[src/rtl/keypad_pkg.sv]
// Shared types and constants for the 4x4 active-low keypad row scanner.
package keypad_pkg;

    typedef enum logic [1:0] {
        SCAN      = 2'd0,
        DEB_PRESS = 2'd1,
        HELD      = 2'd2,
        DEB_REL   = 2'd3
    } state_e;

    localparam logic [3:0] ROW_IDLE = 4'b1110;
    localparam logic [3:0] COL_NONE = 4'hF;

    localparam logic [3:0] KEY_0 = 4'h0;
    localparam logic [3:0] KEY_1 = 4'h1;
    localparam logic [3:0] KEY_2 = 4'h2;
    localparam logic [3:0] KEY_3 = 4'h3;
    localparam logic [3:0] KEY_4 = 4'h4;
    localparam logic [3:0] KEY_5 = 4'h5;
    localparam logic [3:0] KEY_6 = 4'h6;
    localparam logic [3:0] KEY_7 = 4'h7;
    localparam logic [3:0] KEY_8 = 4'h8;
    localparam logic [3:0] KEY_9 = 4'h9;
    localparam logic [3:0] KEY_A = 4'hA;
    localparam logic [3:0] KEY_B = 4'hB;
    localparam logic [3:0] KEY_C = 4'hC;
    localparam logic [3:0] KEY_D = 4'hD;
    localparam logic [3:0] KEY_E = 4'hE;
    localparam logic [3:0] KEY_F = 4'hF;

    // Lowest column index pulled low; only meaningful when some bit is 0.
    function automatic logic [1:0] lowest_zero(input logic [3:0] col_n);
        logic [1:0] idx;
        casez (col_n)
            4'b???0: idx = 2'd0;
            4'b??01: idx = 2'd1;
            4'b?011: idx = 2'd2;
            4'b0111: idx = 2'd3;
            default: idx = 2'd0;
        endcase
        return idx;
    endfunction

    function automatic logic [3:0] row_drive(input logic [1:0] row);
        return ~(4'b0001 << row);
    endfunction

endpackage

[src/rtl/keypad_scan_tick_gen.sv]
// Free-running divider producing a one-clk scan strobe every SCAN_DIV clocks.
module keypad_tick_gen #(
    parameter int SCAN_DIV = 100_000
) (
    input  logic clk,
    input  logic rst_n,
    output logic tick
);
    localparam int DIV_W = $clog2(SCAN_DIV);
    localparam logic [DIV_W-1:0] DIV_LAST = DIV_W'(SCAN_DIV - 1);

    logic [DIV_W-1:0] r_div;

    // Divider counter, wraps to zero on the strobe cycle.
    always_ff @(posedge clk) begin
        if (!rst_n) begin
            r_div <= '0;
        end else if (r_div == DIV_LAST) begin
            r_div <= '0;
        end else begin
            r_div <= r_div + {{(DIV_W-1){1'b0}}, 1'b1};
        end
    end

    assign tick = (r_div == DIV_LAST);

endmodule

[src/rtl/keypad_scan.sv]
// 4x4 keypad row scanner with press/release debounce and one-clk key_valid pulse.
// Optional auto-repeat while held is enabled by defining KEYPAD_REPEAT_EN.
module keypad_scan
    import keypad_pkg::*;
#(
    parameter int SCAN_DIV       = 100_000,
    parameter int DEBOUNCE_SCANS = 4,
    parameter int REPEAT_SCANS   = 64
) (
    input  logic       clk,
    input  logic       rst_n,
    input  logic [3:0] col_n,
    output logic [3:0] row_n,
    output logic [3:0] key_code,
    output logic       key_valid,
    output logic       key_down
);
    // A stable tick completes debounce when the count would reach DEBOUNCE_SCANS.
    localparam logic [3:0] DEB_LAST = 4'(DEBOUNCE_SCANS - 1);

    if (SCAN_DIV < 2 || DEBOUNCE_SCANS < 1 || DEBOUNCE_SCANS > 15 || REPEAT_SCANS < 1) begin : g_bad_param
        $error("keypad_scan: parameter out of range");
    end

    logic       w_tick;
    logic [3:0] r_col_n;
    state_e     r_state;
    logic [1:0] r_row;
    logic [1:0] r_col;
    logic [3:0] r_cnt;
    logic [3:0] r_row_n;
    logic [3:0] r_key_code;
    logic       r_key_valid;
    logic       r_key_down;

    logic       w_col_none;
    logic       w_col_hit;
    logic       w_deb_done;
    logic [1:0] w_row_next;
    logic [3:0] w_cnt_inc;

`ifdef KEYPAD_REPEAT_EN
    localparam int REP_W = $clog2(REPEAT_SCANS + 1);
    localparam logic [REP_W-1:0] REP_LAST = REP_W'(REPEAT_SCANS - 1);
    logic [REP_W-1:0] r_rep;
`endif

    keypad_tick_gen #(.SCAN_DIV(SCAN_DIV)) u_tick_gen (
        .clk   (clk),
        .rst_n (rst_n),
        .tick  (w_tick)
    );

    assign w_col_none = (r_col_n == COL_NONE);
    assign w_col_hit  = ~r_col_n[r_col];
    assign w_deb_done = (r_cnt >= DEB_LAST);
    assign w_row_next = r_row + 2'd1;
    assign w_cnt_inc  = (r_cnt == 4'hF) ? r_cnt : r_cnt + 4'd1;

    // One-flop column sample; the FSM only ever looks at the registered copy.
    always_ff @(posedge clk) begin
        if (!rst_n) begin
            r_col_n <= COL_NONE;
        end else begin
            r_col_n <= col_n;
        end
    end

    // Scan / debounce FSM with registered row drive and key outputs.
    always_ff @(posedge clk) begin
        if (!rst_n) begin
            r_state     <= SCAN;
            r_row       <= 2'd0;
            r_col       <= 2'd0;
            r_cnt       <= 4'd0;
            r_row_n     <= ROW_IDLE;
            r_key_code  <= KEY_0;
            r_key_valid <= 1'b0;
            r_key_down  <= 1'b0;
`ifdef KEYPAD_REPEAT_EN
            r_rep       <= '0;
`endif
        end else begin
            r_key_valid <= 1'b0;
            if (w_tick) begin
                case (r_state)
                    SCAN: begin
                        if (w_col_none) begin
                            r_row   <= w_row_next;
                            r_row_n <= row_drive(w_row_next);
                        end else begin
                            r_col   <= lowest_zero(r_col_n);
                            r_cnt   <= 4'd1;
                            r_state <= DEB_PRESS;
                        end
                    end
                    DEB_PRESS: begin
                        if (!w_col_hit) begin
                            r_cnt   <= 4'd0;
                            r_state <= SCAN;
                        end else if (w_deb_done) begin
                            r_key_code  <= {r_row, r_col};
                            r_key_valid <= 1'b1;
                            r_key_down  <= 1'b1;
                            r_cnt       <= 4'd0;
                            r_state     <= HELD;
`ifdef KEYPAD_REPEAT_EN
                            r_rep       <= '0;
`endif
                        end else begin
                            r_cnt <= w_cnt_inc;
                        end
                    end
                    HELD: begin
                        // Any low column keeps the key held; a second key is ignored.
                        if (w_col_none) begin
                            r_cnt   <= 4'd1;
                            r_state <= DEB_REL;
`ifdef KEYPAD_REPEAT_EN
                            r_rep   <= '0;
`endif
                        end else begin
`ifdef KEYPAD_REPEAT_EN
                            if (r_rep == REP_LAST) begin
                                r_rep       <= '0;
                                r_key_valid <= 1'b1;
                            end else begin
                                r_rep <= r_rep + {{(REP_W-1){1'b0}}, 1'b1};
                            end
`else
                            r_cnt <= 4'd0;
`endif
                        end
                    end
                    DEB_REL: begin
                        if (!w_col_none) begin
                            r_cnt   <= 4'd0;
                            r_state <= HELD;
                        end else if (w_deb_done) begin
                            r_key_down <= 1'b0;
                            r_cnt      <= 4'd0;
                            r_row      <= w_row_next;
                            r_row_n    <= row_drive(w_row_next);
                            r_state    <= SCAN;
                        end else begin
                            r_cnt <= w_cnt_inc;
                        end
                    end
                    default: begin
                        r_state <= SCAN;
                    end
                endcase
            end else begin
                r_state <= r_state;
            end
        end
    end

    assign row_n     = r_row_n;
    assign key_code  = r_key_code;
    assign key_valid = r_key_valid;
    assign key_down  = r_key_down;

endmodule

[config.mk]
export PLATFORM = sky130hd
export DESIGN_NAME = keypad_scan
export DESIGN_NICKNAME = d
export VERILOG_FILES = /design/src/rtl/keypad_pkg.sv /design/src/rtl/keypad_scan_tick_gen.sv /design/src/rtl/keypad_scan.sv
export SDC_FILE = /design/constraint.sdc
export NUM_CORES = 1
export LEC_CHECK = 0
export CAP_MARGIN = 20
export CELL_PAD_IN_SITES_DETAIL_PLACEMENT = 0
export CELL_PAD_IN_SITES_GLOBAL_PLACEMENT = 1
export CORE_ASPECT_RATIO = 1.5
export CORE_UTILIZATION = 45
export DETAILED_ROUTE_END_ITERATION = 7
export DONT_BUFFER_PORTS = 1
export PLACE_DENSITY_LB_ADDON = 0.1
export RECOVER_POWER = 50
export SKIP_CTS_REPAIR_TIMING = 1
export SLEW_MARGIN = 20
export SYNTH_ARGS = -nofsm -noshare
export SYNTH_HDL_FRONTEND = slang
export SYNTH_HIERARCHICAL = 1
export SYNTH_SLANG_ARGS = --single-unit
[constraint.sdc]
create_clock -name clk -period 3.2 [get_ports clk]
set_input_delay 0.96 -clock clk [delete_from_list [all_inputs] [get_ports clk]]
set_output_delay 0.96 -clock clk [all_outputs]
set_load 0.005 [all_outputs]
# Word-level counts from Yosys, hierarchy flattened
# Index checks and enable logic that the tools add are counted.
classes:
  add_sub_neg: 3
  muxes: 31
  reduce_logical: 11
  eq_ne: 18
  shifts: 1
  bitwise_logic: 6
  n_lt_le_gt_ge: 2
ops:
  columns: ["cell", "count"]
  rows:
  - ["$mux 4", 8]
  - ["$mux 2", 9]
  - ["$add 17x1->17 const B", 1]
  - ["$eq 17x17->1 const B", 1]
  - ["$pmux 4 s4", 1]
  - ["$ne 2x2->1 const B", 7]
  - ["$reduce_and 5->1", 2]
  - ["$eq 4x4->1 const B", 2]
  - ["$pmux 2 s4", 1]
  - ["$pmux 4 s2", 1]
  - ["$mux 1", 7]
  - ["$ne 3x3->1 const B", 2]
  - ["$pmux 2 s3", 1]
  - ["$reduce_and 6->1", 1]
  - ["$not 1->1", 5]
  - ["$add 4x1->4 const B", 1]
  - ["$eq 2x1->1 const B", 2]
  - ["$eq 2x2->1 const B", 2]
  - ["$eq 4x3->1 const B", 1]
  - ["$ge 4x2->1 const B", 1]
  - ["$not 4->4", 1]
  - ["$pmux 2 s2", 1]
  - ["$reduce_and 4->1", 1]
  - ["$reduce_bool 2->1", 2]
  - ["other kinds (11)", 11]
word_totals:
  input_bits: 6
  reg_bits: 41
  wordCells: 82
  output_inout_bits: 10

# Depth between registers and ports, before layout
# Gate-level depths: netlist (run 1).
logic_depth:
  ltp_word: 6
  depth_mapped: 8
  mapped_depth_nobuf: 7

# By module
# The synthesis (run 1) kept the hierarchy.
modules_own_cells:
  columns: ["mod", "seq_area_each_um2", "area_per_inst_um2", "cells_each", "instances"]
  rows:
  - ["keypad_scan", 480.5, 1026.0, 109, 1]
  - ["keypad_tick_gen", 340.3, 783.3, 87, 1]

# Least setup slack after synthesis (run 1)
# Ideal clock, no wire load.
synth_timing:
  path_type: "reg-to-reg"
  start: "reg u_tick_gen.r_div[8]"
  end: "reg r_row_n[0], in the netlist row_n[0]"
  path_slack_ps: 814
  path_stages_with_launch: 8
  n_path_buf: 1
  t_arrival_ps: 2271
  period_less_slack_ps: 2386
  setup_time_ps: 115
  required_time_ps: 3085
  path_cell_list: "dfxtp_1 -> or4_4 -> nor4_2 -> inv_1 -> a2111o_1 -> buf_2 -> and2_1 -> o21a_1"
synth_between:
  elab_chain_cells: 2
synth_rtl:
  columns: ["item", "line", "source"]
  rows:
  - ["start, declared", "keypad_scan_tick_gen.sv:12", "logic [DIV_W-1:0] r_div;"]
  - ["start signal, assigned", "keypad_scan_tick_gen.sv:21", "r_div <= r_div + {{(DIV_W-1){1'b0}}, 1'b1};"]
  - ["$eq 17x17->1", "keypad_scan_tick_gen.sv:25", "assign tick = (r_div == DIV_LAST);"]
  - ["via w_tick", "keypad_scan.sv:25", "logic w_tick;"]
  - ["$reduce_and 5->1 (no line)", null, null]
  - ["end signal, assigned", "keypad_scan.sv:90", "r_row_n <= row_drive(w_row_next);"]
  - ["end signal, assigned", "keypad_scan.sv:143", "r_row_n <= row_drive(w_row_next);"]
  - ["end, declared", "keypad_scan.sv:31", "logic [3:0] r_row_n;"]
# The timed path passes the listed nets, and every way through them passes these cells.
# A chain may end at the register's enable or synchronous reset.

# Worst setup path after layout (run 1)
layout_timing:
  start: "reg u_tick_gen.r_div[0]"
  end: "reg r_row_n[0], in the netlist row_n[0]"
# The elaborated chain is that of the path after synthesis.

==> results by group, run 1 <==
Power and ir drop
  • Max VDD drop: 0.353 mV
  • Seq pwr share: 0.509
  • Gate power share: 0.017
  • Power Density: 529 nW/µm²
  • Switching share of power: 0.188
  • P_sw: 0.000193 W
  • P_leak: 0.692 nW
  • Clock share of power: 0.474
  • Int Power: 0.000832 W

Clock tree
  • Root Buffer: clkbuf_8
  • CTS H-Tree Depth: 2
  • TritonCTS clock tree: built
  • Clk slew on worst S/H paths: 0.07 ns
  • Clock sinks: 41
  • Clock Path Buffers: 2
  • Num CTS Buffers: 5
  • Clock Latency Late Sink: 0.29 ns

STA
  • Final Skew: 0.00259 ns
  • Final Slew Violations: 0
  • Slew HR: 0.495
  • Fin. Hold Viols: 0
  • Period utilization: 0.824
  • Fin crit period: 2.64 ns
  • RSZ-0062 raised after global routing: false
  • Fmax: 0.379 GHz
  • Setup TNS: 0 ns
  • Final setup vio count: 0
  • Worst slew pin tran: 0.752 ns

Hold path
  • Worst min path class: flop to flop

Synthesis
  • Register area share after synthesis: 0.454
  • Post-Syn Area: 1810 µm²
  • Synth Flop Type: dfxtp_1
  • Ys async rst share: 0
  • Post-synth EDFFs: 0
  • Seq cells post-synth: 41
  • Syn Nets: 208
  • Cells after Synth: 196
  • Synth warn: 6
  • Synthesized area per cell: 9.23 µm²
  • Netlist cell types: 40

Floorplanning
  • Die H: 79.7 µm
  • # IOs: 16
  • Rows: 27
  • Die width: 53.8 µm
  • Area of the core: 3750 µm²
  • Die area: 4280 µm²
  • Initial Util: 0.482

Final layout
  • Layout cells sized above 1: 0.0609
  • Design Area, Final: 1940 µm²
  • Nets@finish: 208
  • Multi-input logic area: 890 µm²
  • Fill count: 374
  • Seq. cell area: 821 µm²
  • Most common cell after layout, fill and taps aside: dfxtp_1
  • Layout overhead on the synthesized area: 6.98%
  • Commonest cells after routing, fill and taps aside: dfxtp_1 (41), nor2_1 (25), xnor2_1 (14)
  • ANT cells: 0

Worst setup path
  • CP max stage cell: a2111o_1
  • Reg2Reg Setup Slack: 0.56 ns
  • Critical Path Start Type: flop
  • Worst Path Required: 3.39 ns
  • Data arrival time of the critical path: 2.83 ns
  • Slowest cell delay on critical path: 0.51 ns
  • Crit-path max FO: 10
  • Setup CP Type: flop to flop
  • Crit. End Element: flop
  • Crit path cell chain: ha_1, nand4_1, nor4_1, clkbuf_1, inv_1, a2111o_1, and2_1, o21a_1

Route
  • Drt via density: 5.68
  • Antenna Nets Post-Route: 0
  • Via count of the routed design: 1364
  • DR pass1 iterations: 4
  • DR DRC count: 0
  • Drt wl/cell: 14.6 µm
  • Drt total wl: 3.51 mm
  • 1st-iter DRT viols: 18

Outcome
  • Status: finished, final reports clean

GRT
  • All-Layer GR Usage: 0.187
  • Global route overflow: 0
  • Largest net degree at the start of global routing: 29
  • Global-route wire length before repair: 5.83 mm
  • Vias in the first global route: 1334
  • Initial antenna violation count: 0

Placed design
  • Final RePlAce weighted congestion: 0.868
  • Port buffer count: 0
  • DP Area: 1810 µm²
  • HPWL Detailed: 2.58 mm

Flow run
  • # Max-Cap Violations: 0
[critical path: cells and delay by family, from the launching register on]
family	cells	cell delay, ns
flip-flops	1	0.37
AND/OR/NAND/NOR	3	0.84
AO/OA/AOI/OAI	2	0.67
adder cells (fa/ha/maj)	1	0.22
buffers and inverters	2	0.42
[worst paths after layout]
path                                          start                  end  cells past startpoint
worst max register to register  u_tick_gen/r_div[0]             row_n[0]                      8
worst min-delay path            u_tick_gen/r_div[0]  u_tick_gen/r_div[0]                      1
worst min register to register  u_tick_gen/r_div[0]  u_tick_gen/r_div[0]                      1
worst max-delay path            u_tick_gen/r_div[0]             row_n[0]                      8
[layout make-up]
type	count	area share
multi-input combinational	138	0.460
sequential	41	0.424
clock buffer	5	0.0356
clock inverter	3	0.0336
tap	43	0.0278
inverter	9	0.0175
timing repair buffer	1	0.00194
[sequential cells by signal (all words and copies together), names as in the netlist]
register / count
r_col: 2
r_col_n: 4
key_valid: 1
row_n: 4
u_tick_gen/r_div: 17
r_row: 2
r_cnt: 4
key_down: 1
r_state: 2
key_code: 4
[Yosys cell counts (2+ instances only)]
| master | count | area share |
|---|---|---|
| dfxtp_1 | 41 | 0.45 |
| nor2_1 | 25 | 0.052 |
| xnor2_1 | 14 | 0.068 |
| nand2_1 | 13 | 0.027 |
| nand3_1 | 13 | 0.036 |
| inv_1 | 9 | 0.019 |
| nand4_1 | 7 | 0.024 |
| ha_1 | 6 | 0.041 |
| nand2b_1 | 6 | 0.021 |
| nor3_1 | 6 | 0.017 |
| nor4_1 | 6 | 0.021 |
| o21ai_0 | 5 | 0.014 |
| a21oi_1 | 4 | 0.011 |
| clkbuf_1 | 4 | 0.0083 |
| o211ai_1 | 3 | 0.012 |
| o21a_1 | 3 | 0.012 |
| xor2_1 | 3 | 0.015 |
| a31oi_1 | 2 | 0.0069 |
| and2_1 | 2 | 0.0069 |
| and3_1 | 2 | 0.0069 |
| nand4b_1 | 2 | 0.0097 |
| o31ai_1 | 2 | 0.0083 |
[kinds of logic after synthesis]
group                      Yosys count  share of synthesized area
AOI/OAI and AO/OA                   23                     0.0857
xor gates and xnor gates            17                     0.0823
adders and majority gates            6                     0.0415
buffers and inverters               17                     0.0512
DFF                                 41                      0.454
muxes                                2                     0.0180
and+or+nand+nor                     90                      0.268
[power by group through the flow]
stage / Sequential, W / Clock, W / Combinational, W
floorplan: 0.000532 / 0 / 0.0000226
global placement: 0.000533 / 0 / 0.0000179
detailed placement: 0.000534 / 0 / 0.0000181
CTS: 0.000521 / 0.000501 / 0.0000180
global route: 0.000522 / 0.000518 / 0.0000195
finish: 0.000521 / 0.000486 / 0.0000174
[stage by stage]
stage	power [W]	utilization	instances	hold slack (ns)	setup WS (ns)
floorplan	0.000555	-	196	0.429	0.814
global placement	0.000551	0.483	232	0.440	0.820
detailed placement	0.000552	0.483	232	0.459	0.751
CTS	0.00104	0.519	240	0.477	0.716
global route	0.00106	0.516	240	0.513	0.356
finish	0.00102	0.516	240	0.470	0.565
[per-layer routing]
metal / GRT usage / up-vias / wire length [µm]
met5: 0 / - / 0
met1: 0.188 / 652 / 1350
li1: - / 679 / -
met3: 0.0476 / 8 / 117
met4: 0.0763 / 0 / 59
met2: 0.344 / 25 / 1980
Note: power is estimated with default switching activity, not from simulation.
==> run 2: changes to the inputs <==
--- a/config.mk
+++ b/config.mk
@@ -9,7 +9,7 @@
 export CELL_PAD_IN_SITES_DETAIL_PLACEMENT = 0
 export CELL_PAD_IN_SITES_GLOBAL_PLACEMENT = 1
 export CORE_ASPECT_RATIO = 1.5
-export CORE_UTILIZATION = 45
+export CORE_UTILIZATION = 43
 export DETAILED_ROUTE_END_ITERATION = 7
 export DONT_BUFFER_PORTS = 1
 export PLACE_DENSITY_LB_ADDON = 0.1
==> constraint.sdc (replaced) <==
create_clock -name clk -period 2.3 [get_ports clk]
set_input_delay 0.69 -clock clk [delete_from_list [all_inputs] [get_ports clk]]
set_output_delay 0.69 -clock clk [all_outputs]
set_load 0.005 [all_outputs]
==> run 2 against run 1 <==
Power rose by 19%. Clock power is 3% lower. Cell count increased by 4.2%. Cell area up 2.6%. Core utilization down 1.9 points. Clock skew rose by 0.0033 ns. Largest cell class unchanged.
==> results by group, run 2 (same netlist as run 1, synthesis figures left out) <==
STA
  • Setup TNS: 0 ns
  • Final Slew Violations: 0
  • Fmax: 0.452 GHz
  • Final Skew: 0.00591 ns
  • Worst slew pin tran: 0.601 ns
  • Fin. Hold Viols: 0
  • Slew HR: 0.596
  • Fin crit period: 2.21 ns
  • RSZ-0062 raised after global routing: true
  • Period utilization: 0.961
  • Final setup vio count: 0
  • Worst-case hold slack: 0.474 ns

Route
  • Via count of the routed design: 1349
  • Antenna Nets Post-Route: 0
  • Highest routed layer: met4
  • Drt total wl: 3.50 mm
  • DR DRC count: 0
  • Drt wl/cell: 14.0 µm
  • Met3 routed WL: 83 µm
  • 1st-iter DRT viols: 45
  • Metal-1 WL: 1.38 mm
  • WL met2: 1.97 mm
  • DR pass1 iterations: 4
  • Drt via density: 5.40

GRT
  • Global-route wire length before repair: 5.66 mm
  • Initial antenna violation count: 0
  • Global route overflow: 0
  • All-Layer GR Usage: 0.179
  • Vias in the first global route: 1302
  • Largest net degree at the start of global routing: 29

Worst setup path
  • CP max stage cell: or4_4
  • Crit. End Element: flop
  • Crit path cell chain: or4_4, nor4_4, inv_2, a2111o_1, and2_1, o21a_1
  • Worst setup startpoint: u_tick_gen/r_div[8]
  • Crit-path leading delay family: simple AND/OR/NAND/NOR gates
  • Crit-path max FO: 4
  • Worst path bufs/invs: 1
  • Data arrival time of the critical path: 2.39 ns
  • Reg2reg start: u_tick_gen/r_div[8]
  • Levels on crit path: 6
  • Reg2Reg Setup Slack: 0.09 ns
  • Slowest cell delay on critical path: 0.54 ns
  • Critical Path Start Type: flop
  • Reg2reg end: row_n[0]
  • Setup CP Type: flop to flop
  • Worst Path Required: 2.48 ns
  • Worst R2R Path Depth: 6

Power and ir drop
  • Max VDD drop: 0.561 mV
  • Total power: 0.00122 W
  • Power Density: 615 nW/µm²
  • P_leak: 0.720 nW

Final layout
  • Commonest cells after routing, fill and taps aside: dfxtp_1 (40), nor2_1 (25), xnor2_1 (14)
  • Biggest register: u_tick_gen/r_div
  • Layout overhead on the synthesized area: 9.75%
  • Largest register FFs: 17
  • Seq. cell area: 822 µm²
  • Layout cells sized above 1: 0.112
  • Fin util: 0.497
  • Multi-input logic area: 905 µm²
  • Most common cell after layout, fill and taps aside: dfxtp_1
  • Nets@finish: 217
  • ANT cells: 0
  • Design Area, Final: 1990 µm²
  • Fill count: 409

Clock tree
  • Clk slew on worst S/H paths: 0.08 ns
  • Clock Latency Late Sink: 0.29 ns
  • Clock sinks: 41
  • Root Buffer: clkbuf_8
  • CTS H-Tree Depth: 2
  • Clock Path Buffers: 2
  • Num CTS Buffers: 5
  • TritonCTS clock tree: built

Floorplanning
  • Area of the core: 3990 µm²
  • Die H: 81.4 µm
  • Initial Util: 0.453
  • Rows: 28
  • Die width: 55.0 µm
  • Die area: 4480 µm²
  • # IOs: 16

Flow run
  • # Max-Cap Violations: 0

Placed design
  • HPWL Detailed: 2.64 mm
  • Port buffer count: 0
  • Final RePlAce weighted congestion: 0.790
  • DP Area: 1890 µm²

Outcome
  • Status: finished, final reports clean

Hold path
  • Hold path startpoint: u_tick_gen/r_div[0]
  • Worst min path class: flop to flop
  • Cells on Worst Hold Path: 1
  • Min-Delay Endpoint: u_tick_gen/r_div[0]
-- run 2: cell count changes in the layout (fill, tap and decap cells not counted), sizes merged --
cell and delta:
buf +10, clkbuf +1, clkinv -1, bufinv -2
-- run 2: layout make-up --
| class | count | area share |
|---|---|---|
| Clock buffer | 7 | 0.0435 |
| Inverter | 9 | 0.0170 |
| Multi-Input combinational cell | 138 | 0.456 |
| Sequential cell | 41 | 0.414 |
| Tap cell | 45 | 0.0284 |
| Timing Repair Buffer | 10 | 0.0416 |
-- run 2: worst max path at each step --
stage / to / slack (ns)
finish: row_n[0] / 0.09
global route: row_n[0] / -0.0007
CTS: row_n[0] / 0.08
detailed placement: row_n[2] / 0.11
global placement: row_n[0] / 0.15
floorplan: row_n[0] / 0.02
-- run 2: where the power goes --
part           internal, W  switching (W)  leakage (nW)
sequential        0.000718     0.00000736         0.333
clock             0.000238       0.000232        0.0443
combinational    0.0000106      0.0000151         0.343
-- run 2: metrics by stage --
| step | instances | worst slack (ns) |
|---|---|---|
| 2_1_floorplan | 196 | 0.0197 |
| 3_3_place_gp | 243 | 0.153 |
| 3_5_place_dp | 243 | 0.114 |
| 4_1_cts | 250 | 0.0845 |
| 5_1_grt | 250 | -0.000708 |
| 6_report | 250 | 0.0891 |
-- run 2: per-layer routing --
| metal | GRT usage | vias up |
|---|---|---|
| met5 | 0 | - |
| met4 | 0.0875 | 0 |
| met3 | 0.0444 | 5 |
| met2 | 0.339 | 13 |
| met1 | 0.166 | 637 |
| li1 | - | 694 |
==> run 3: changes to the inputs <==
--- a/config.mk
+++ b/config.mk
@@ -10,9 +10,10 @@
 export CELL_PAD_IN_SITES_GLOBAL_PLACEMENT = 1
 export CORE_ASPECT_RATIO = 1.5
 export CORE_UTILIZATION = 43
+export CTS_CLUSTER_SIZE = 14
 export DETAILED_ROUTE_END_ITERATION = 7
 export DONT_BUFFER_PORTS = 1
-export PLACE_DENSITY_LB_ADDON = 0.1
+export PLACE_DENSITY = 0.78
 export RECOVER_POWER = 50
 export SKIP_CTS_REPAIR_TIMING = 1
 export SLEW_MARGIN = 20
==> run 3 against run 2 <==
Critical path depth stayed put. Cell area grew 2.1%. Flip-flop and latch count is the same. Via count is 4.1% higher. Sequential share of layout area down 0.91 points. Largest cell class unchanged. Fmax is 1.6% higher. Cell count increased by 0.80%. Clock power is 26% higher. Hold slack lost 0.0097 ns. Sequential power is essentially flat. Combinational power grew 11%.
==> results by group, run 3 (same netlist as run 1, synthesis figures left out) <==
Outcome
  • Status: finished, final reports clean

STA
  • Fin crit period: 2.18 ns
  • Final Slew Violations: 0
  • Slew HR: 0.644
  • Period utilization: 0.946
  • Final Skew: 0.00623 ns
  • Final Worst Setup Slack: 0.124 ns
  • Worst slew pin tran: 0.529 ns
  • Fin. Hold Viols: 0
  • Setup TNS: 0 ns
  • Fmax: 0.459 GHz
  • Final setup vio count: 0
  • RSZ-0062 raised after global routing: false

GRT
  • All-Layer GR Usage: 0.186
  • Vias in the first global route: 1371
  • Global route overflow: 0
  • Initial antenna violation count: 0
  • Global-route wire length before repair: 5.99 mm
  • Largest net degree at the start of global routing: 29

Final layout
  • Largest register FFs: 17
  • Nets@finish: 218
  • Commonest cells after routing, fill and taps aside: dfxtp_1 (41), nor2_1 (25), xnor2_1 (14)
  • Biggest register: u_tick_gen/r_div
  • Most common cell after layout, fill and taps aside: dfxtp_1
  • ANT cells: 0
  • Layout cells sized above 1: 0.111
  • Final Instance Count excl. Fillers: 252
  • Fill count: 393
  • Layout overhead on the synthesized area: 12.0%
  • Design Area, Final: 2030 µm²

Route
  • Drt total wl: 3.56 mm
  • Drt wl/cell: 14.1 µm
  • DR DRC count: 0
  • Antenna Nets Post-Route: 0
  • Drt via density: 5.57
  • Via count of the routed design: 1404
  • DR pass1 iterations: 4
  • 1st-iter DRT viols: 44

Clock tree
  • TritonCTS clock tree: built
  • Clock Path Buffers: 2
  • CTS H-Tree Depth: 2
  • Num CTS Buffers: 5
  • Clock sinks: 41
  • Clock Latency Late Sink: 0.29 ns
  • Clk slew on worst S/H paths: 0.08 ns
  • Root Buffer: clkbuf_8

Floorplanning
  • Die H: 81.4 µm
  • Initial Util: 0.453
  • Die area: 4480 µm²
  • Die width: 55.0 µm
  • Rows: 28
  • Area of the core: 3990 µm²
  • # IOs: 16

Placed design
  • HPWL Detailed: 2.63 mm
  • Port buffer count: 0
  • DP Area: 1910 µm²
  • Post-place setup slack: 0.121 ns
  • Placed cells: 244
  • Final RePlAce weighted congestion: 0.784

Worst setup path
  • Setup CP Type: flop to flop
  • Worst Path Required: 2.49 ns
  • Critical Path Start Type: flop
  • Crit-path max FO: 5
  • Crit. End Element: flop
  • Data arrival time of the critical path: 2.36 ns

Power and ir drop
  • Max VDD drop: 0.469 mV
  • Total power: 0.00135 W
  • P_leak: 0.741 nW
  • Power Density: 665 nW/µm²

Hold path
  • Worst min path class: flop to flop

Flow run
  • # Max-Cap Violations: 0
## run 3: cell count changes in the layout (fill, tap and decap cells not counted)
cell,previous run,this run
dfxtp_1,40,41
buf_6,2,0
inv_1,8,9
bufinv_16,0,1
buf_12,0,1
inv_2,1,0
dfxtp_2,1,0
buf_4,8,10
## run 3: per-stage QoR
step / utilization / hold WS, ns
2_1_floorplan: - / 0.429
3_3_place_gp: 0.478 / 0.441
3_5_place_dp: 0.478 / 0.452
4_1_cts: 0.508 / 0.468
5_1_grt: 0.508 / 0.472
6_report: 0.508 / 0.464
## run 3: routing by layer
metal / vias up / share of wire / global-route usage
li1: 704 / - / -
met1: 646 / 0.39 / 0.202
met2: 42 / 0.54 / 0.317
met3: 12 / 0.047 / 0.0500
met4: 0 / 0.029 / 0.0975
met5: - / 0 / 0
## run 3: final cells by class
class                           count  area (µm²)  area share
Clock buffer                        7        86.3      0.0426
Tap cell                           45        56.3      0.0278
Timing Repair Buffer               11        95.1      0.0469
Multi-Input combinational cell    138         905       0.446
Sequential cell                    41         821       0.405
Clock inverter                      1        30.0      0.0148
Inverter                            9        33.8      0.0167
## run 3: path summary, 6_finish.rpt
| path | cells after the start | start | end | slack [ns] |
|---|---|---|---|---|
| worst max-delay path | 6 | u_tick_gen/r_div[15] | row_n[0] | 0.12 |
| worst min-delay path | 1 | u_tick_gen/r_div[0] | u_tick_gen/r_div[0] | 0.46 |
| worst max register to register | 6 | u_tick_gen/r_div[15] | row_n[0] | 0.12 |
| worst min register to register | 1 | u_tick_gen/r_div[0] | u_tick_gen/r_div[0] | 0.46 |
## run 3: power by group
| part | switching, W | total, W | internal [W] |
|---|---|---|---|
| registers | 0.00000821 | 0.000726 | 0.000717 |
| logic | 0.0000157 | 0.0000285 | 0.0000128 |
| clock network | 0.000239 | 0.000593 | 0.000354 |
## run 3: critical path, cell delays in order, from the launching register on
cell and delay, ns:
dfxtp_1 0.36, or4bb_1 0.54, nor4_4 0.25, inv_1 0.11
a2111o_1 0.46, and2_1 0.20, o21a_1 0.16
